--- config.mk ---
export PLATFORM = sky130hd
export DESIGN_NAME = serial_addsub_flat
export DESIGN_NICKNAME = d
export VERILOG_FILES = /design/src/rtl/serial_addsub_if.sv /design/src/rtl/serial_addsub.sv /design/src/flat_wrapper.sv
export SDC_FILE = /design/constraint.sdc
export NUM_CORES = 1
export LEC_CHECK = 0
export CAP_MARGIN = 20
export CORE_MARGIN = 2
export CORE_UTILIZATION = 52
export DETAILED_ROUTE_END_ITERATION = 6
export PLACE_DENSITY = 0.79
export SLEW_MARGIN = 10
export SYNTH_ARGS = -nofsm -noshare
export SYNTH_HDL_FRONTEND = slang
export SYNTH_SLANG_ARGS = --single-unit
--- constraint.sdc ---
create_clock -name relogio -period 1.59 [get_ports relogio]
set_clock_uncertainty 0.15 [all_clocks]
set_input_delay 0.318 -clock relogio [delete_from_list [all_inputs] [get_ports relogio]]
set_output_delay 0.318 -clock relogio [all_outputs]
set_load 0.005 [all_outputs]
--- src/rtl/serial_addsub_if.sv ---
// Operand/result bundle between the calculator operand registers and the bit-serial adder/subtractor.
// The requester drives start/mode/operands; the unit returns result, flags, busy and the done pulse.
interface serial_addsub_if #(parameter int WIDTH = 9);
  logic             start;
  logic             mode;
  logic [WIDTH-1:0] opA;
  logic [WIDTH-1:0] opB;
  logic [WIDTH-1:0] result;
  logic             overflow;
  logic             carry_out;
  logic             busy;
  logic             done;

  modport master (
    output start, mode, opA, opB,
    input  result, overflow, carry_out, busy, done
  );

  modport slave (
    input  start, mode, opA, opB,
    output result, overflow, carry_out, busy, done
  );
endinterface

--- src/rtl/serial_addsub.sv ---
// Bit-serial two's-complement add/sub, LSB first through one full adder; result WIDTH cycles after start.
// No backpressure: start is taken only in IDLE, ignored while busy; result/flags hold until the next completion.
module serial_addsub #(
  parameter int WIDTH = 9
) (
  input  logic           relogio,
  input  logic           reset,
  serial_addsub_if.slave bus
);
  localparam int            CW   = $clog2(WIDTH);
  localparam logic [CW-1:0] LAST = CW'(WIDTH - 1);

  typedef enum logic {IDLE, RUN} state_t;

  state_t           state, state_nxt;
  logic [WIDTH-1:0] sa, sb, sr, res_q;
  logic [CW-1:0]    cnt;
  logic             c, ovf_q, cout_q, done_q;
  logic             sum, c_nxt, last, capture;

  always_comb begin
    sum       = sa[0] ^ sb[0] ^ c;
    c_nxt     = (sa[0] & sb[0]) | (sa[0] & c) | (sb[0] & c);
    last      = 1'b0;
    capture   = 1'b0;
    state_nxt = state;
    case (state)
      IDLE: begin
        if (bus.start) begin
          capture   = 1'b1;
          state_nxt = RUN;
        end
      end
      RUN: begin
        if (cnt == LAST) begin
          last      = 1'b1;
          state_nxt = IDLE;
        end
      end
      default: state_nxt = IDLE;
    endcase
  end

  always_ff @(posedge relogio or posedge reset) begin
    if (reset) state <= IDLE;
    else       state <= state_nxt;
  end

  // Subtraction is A + ~B + 1: B is inverted at capture and the carry flop seeded with mode.
  always_ff @(posedge relogio or posedge reset) begin
    if (reset) begin
      sa     <= '0;
      sb     <= '0;
      sr     <= '0;
      res_q  <= '0;
      cnt    <= '0;
      c      <= 1'b0;
      ovf_q  <= 1'b0;
      cout_q <= 1'b0;
      done_q <= 1'b0;
    end else begin
      done_q <= last;
      if (capture) begin
        sa  <= bus.opA;
        sb  <= bus.mode ? ~bus.opB : bus.opB;
        c   <= bus.mode;
        cnt <= '0;
      end else if (state == RUN) begin
        sa  <= sa >> 1;
        sb  <= sb >> 1;
        sr  <= {sum, sr[WIDTH-1:1]};
        c   <= c_nxt;
        cnt <= cnt + CW'(1);
        // c still holds the carry into the MSB while the last bit is processed.
        if (last) begin
          res_q  <= {sum, sr[WIDTH-1:1]};
          cout_q <= c_nxt;
          ovf_q  <= c_nxt ^ c;
        end
      end
    end
  end

  assign bus.result    = res_q;
  assign bus.overflow  = ovf_q;
  assign bus.carry_out = cout_q;
  assign bus.done      = done_q;
  assign bus.busy      = (state == RUN);
endmodule

--- src/flat_wrapper.sv ---
// flat-port wrapper written by rule: the top's interface ports become plain ports
module serial_addsub_flat 
#(
  parameter int WIDTH = 9
)
  (relogio, reset, bus_start, bus_mode, bus_opA, bus_opB, bus_result, bus_overflow, bus_carry_out, bus_busy, bus_done);
  serial_addsub_if #(.WIDTH(WIDTH)) bus_i ();
  input  logic relogio;
  input  logic reset;
  input wire logic [$bits(bus_i.start)-1:0] bus_start;
  input wire logic [$bits(bus_i.mode)-1:0] bus_mode;
  input wire logic [$bits(bus_i.opA)-1:0] bus_opA;
  input wire logic [$bits(bus_i.opB)-1:0] bus_opB;
  output wire logic [$bits(bus_i.result)-1:0] bus_result;
  output wire logic [$bits(bus_i.overflow)-1:0] bus_overflow;
  output wire logic [$bits(bus_i.carry_out)-1:0] bus_carry_out;
  output wire logic [$bits(bus_i.busy)-1:0] bus_busy;
  output wire logic [$bits(bus_i.done)-1:0] bus_done;
  assign bus_i.start = bus_start;
  assign bus_i.mode = bus_mode;
  assign bus_i.opA = bus_opA;
  assign bus_i.opB = bus_opB;
  assign bus_result = bus_i.result;
  assign bus_overflow = bus_i.overflow;
  assign bus_carry_out = bus_i.carry_out;
  assign bus_busy = bus_i.busy;
  assign bus_done = bus_i.done;
  serial_addsub #(.WIDTH(WIDTH)) u_core (.relogio(relogio), .reset(reset), .bus(bus_i));
endmodule
==> run summary <==
Post-Syn Nets -> 185
Crit-path slowest cell -> dfrtp_1
number of port buffers -> 34
synth warn -> 0
Synth Register Bits -> 44
TritonCTS buffer count -> 5
dpl hpwl -> 2340 um
detailed router's first-iteration violation count -> 67
Setup-failing EPs final -> 0
ant diodes -> 0
Final Max Slew Viols -> 0
WP data arrival -> 1550 ps
max frequency -> 655 MHz
slew margin rel. -> 72.9%
Cells after Synth -> 160
Largest delay share family, worst path -> flip-flops
Routed WL -> 3200 um
Cell Area, Synth -> 0.00199 sq mm
Worst IR Drop VDD -> 0.000894 V
Worst-path clk slew -> 80 ps
share of cells above drive strength 1 -> 22.0%
CP Capture Type -> register
slowest stage delay, CP -> 400 ps
CTS Hold Bufs -> 0
syn_area_per_cell -> 12.4 sq um
WS Path Type -> register to register
Tightest Pin Transition -> 404 ps
top-area cell type share of the netlist area -> 55.5%
CTS root buf -> clkbuf_8
Tmin final -> 1530 ps
Power Density -> 1540 mW/mm^2
final hold slack -> 123 ps
CTS tree -> yes
global-route wire length before repair -> 6100 um
Die X -> 65.8 um
clk_lat worst skew -> 290 ps
nets@finish -> 233
Seq/Total Area, Yosys -> 55.5%
Global Route Usage Sum -> 18.6%
Pleak -> 1.29 nW
Setup crit start kind -> register
gp weighted congestion -> 0.735
die area -> 0.00433 sq mm
Min-Delay Path Class -> input port to asynchronous set/reset pin
Starting Density -> 54.2%
largest net degree at the start of global routing -> 44
io pins -> 35
Yosys cell types -> 23
RSZ-0062 raised after global routing -> no
vias per inst -> 5.08
status -> completed
DRT Pass-1 Iters -> 4
WL per Instance -> 12.4 um
number of global-route vias before repair -> 1,399
fin worst setup slack -> 63.4 ps
maximum buffer depth of the clock tree -> 2
Layout area overhead -> 30.2%
# DRC -> 0
critical path required time -> 1620 ps
CORE AREA -> 0.00366 sq mm
chip height -> 65.8 um
H-tree Lvls -> 2
initial antenna violation count -> 0
setup slack at placement -> -68.5 ps
Final ANT Viol Nets -> 0
post-synth top area cell -> dfrtp_1
GRT Residual Overflow -> 0
crit-path max FO -> 13
row count -> 22
MaxCap Viol Count -> 0
vias post-DR -> 1,306
final hold vios -> 0
dominant cells by area after synthesis -> dfrtp_1 (55%), mux2i_1 (9.1%), mux2_2 (6.8%)
Final period util -> 96.0%
CTS sink cnt -> 44
crit path buf inv count -> 2
CP cell instances -> inv_1 -> ha_1 -> nand4b_4 -> buf_12 -> mux2_2
-- final timing paths --
check,from,end,slack [ps],cells past startpoint
setup / recovery,u_core.cnt[1]$_DFFE_PP0P_,u_core.bus.result[5]$_DFFE_PP0P_,60,5
hold / removal,reset,u_core.bus.result[4]$_DFFE_PP0P_,120,2
setup reg to reg,u_core.cnt[1]$_DFFE_PP0P_,u_core.bus.result[5]$_DFFE_PP0P_,60,5
hold reg to reg,u_core.bus.overflow$_DFFE_PP0P_,u_core.bus.overflow$_DFFE_PP0P_,330,2
max in group asynchronous,reset,u_core.sa[7]$_DFFE_PP0P_,780,3
min in group relogio,u_core.bus.overflow$_DFFE_PP0P_,u_core.bus.overflow$_DFFE_PP0P_,330,2
-- worst register-to-register path: cells and delay by family (launching register included) --
kind,cells,cell delay (ps)
flip-flops,1,400
multiplexers,1,350
buffers and inverters,2,210
adder cells (fa/ha/maj),1,210
AND/OR/NAND/NOR,1,100
-- kinds of logic (layout without fill, tap and decap cells) --
group | Yosys count | in the layout | synth area share [%]
muxes | 37 | 37 | 21.2
DFF | 44 | 44 | 55.5
buffers and inverters | 15 | 64 | 3.97
AOI/OAI and AO/OA | 24 | 24 | 6.43
xor gates and xnor gates | 10 | 10 | 4.41
adders and majority gates | 3 | 3 | 2.27
and+or+nand+nor | 27 | 27 | 6.30
-- synth_stat cells, drive strengths merged --
master,instances
a211oi,1
a21oi,1
a22o,1
buf,7
clkbuf,3
dfrtp,44
fa,1
ha,2
inv,5
mux2,19
mux2i,18
nand2,20
nand3,1
nand4b,1
nor2,4
nor2b,1
o21ai,20
o22ai,1
xnor2,2
xor2,8
-- cells in the final DEF, fill, tap and decap left out, types with 2 or more instances in the layout --
| cell | instances |
|---|---|
| clkdlybuf4s50_1 | 21 |
| mux2_2 | 12 |
| ha_1 | 2 |
| xnor2_1 | 2 |
| nand2_1 | 20 |
| xor2_1 | 8 |
| dfrtp_1 | 44 |
| buf_12 | 4 |
| mux2i_1 | 18 |
| nor2_1 | 3 |
| clkinv_2 | 2 |
| clkbuf_8 | 6 |
| buf_4 | 12 |
| mux2_4 | 7 |
| dlygate4sd2_1 | 13 |
| o21ai_0 | 20 |
| inv_1 | 4 |
-- state kept, by name, indices dropped and copies added (netlist names), 4 cells and up --
register           count
u_core.cnt             4
u_core.sr              8
u_core.sa              9
u_core.bus.result      9
u_core.sb              9
-- area by class of cell --
type | instances | area, sq um
clock buffers | 6 | 82.6
clock inverters | 2 | 10.0
fillers | 279 | 1070
inverters | 5 | 18.8
multi-input cells | 101 | 808
flip-flops and latches | 44 | 1100
well taps | 48 | 60.1
repair buffers | 51 | 505
-- what timing repair did --
item,in CTS,in global routing
endpoints found under the setup margin,20,7
gates resized for setup,13,2
setup buffers,10,1
-- power breakdown --
part	internal (mW)	switching [mW]
combinational	0.887	0.587
clock	0.346	0.351
sequential	1.55	0.251
total	2.78	1.19
-- stage by stage --
step / power [mW] / instance area, sq um / std cells / TNS [ps] / util, %
floorplan: 2.71 / 1990 / 160 / 0 / -
global route: 4.32 / 2590 / 257 / 0 / 70.6
global placement: 3.14 / 2410 / 238 / -50.0 / 65.8
CTS: 4.00 / 2570 / 256 / 0 / 70.3
finish: 3.97 / 2590 / 257 / 0 / 70.6
detailed placement: 3.23 / 2410 / 238 / -681 / 65.8
-- layer usage --
layer	routed length (um)	global-route usage, %	up-vias
li1	-	-	636
met4	51	6.25	0
met3	185	5.62	6
met1	1330	21.3	633
met5	0	0	-
met2	1630	33.1	31
No activity file was read; power rests on OpenSTA's default activity.
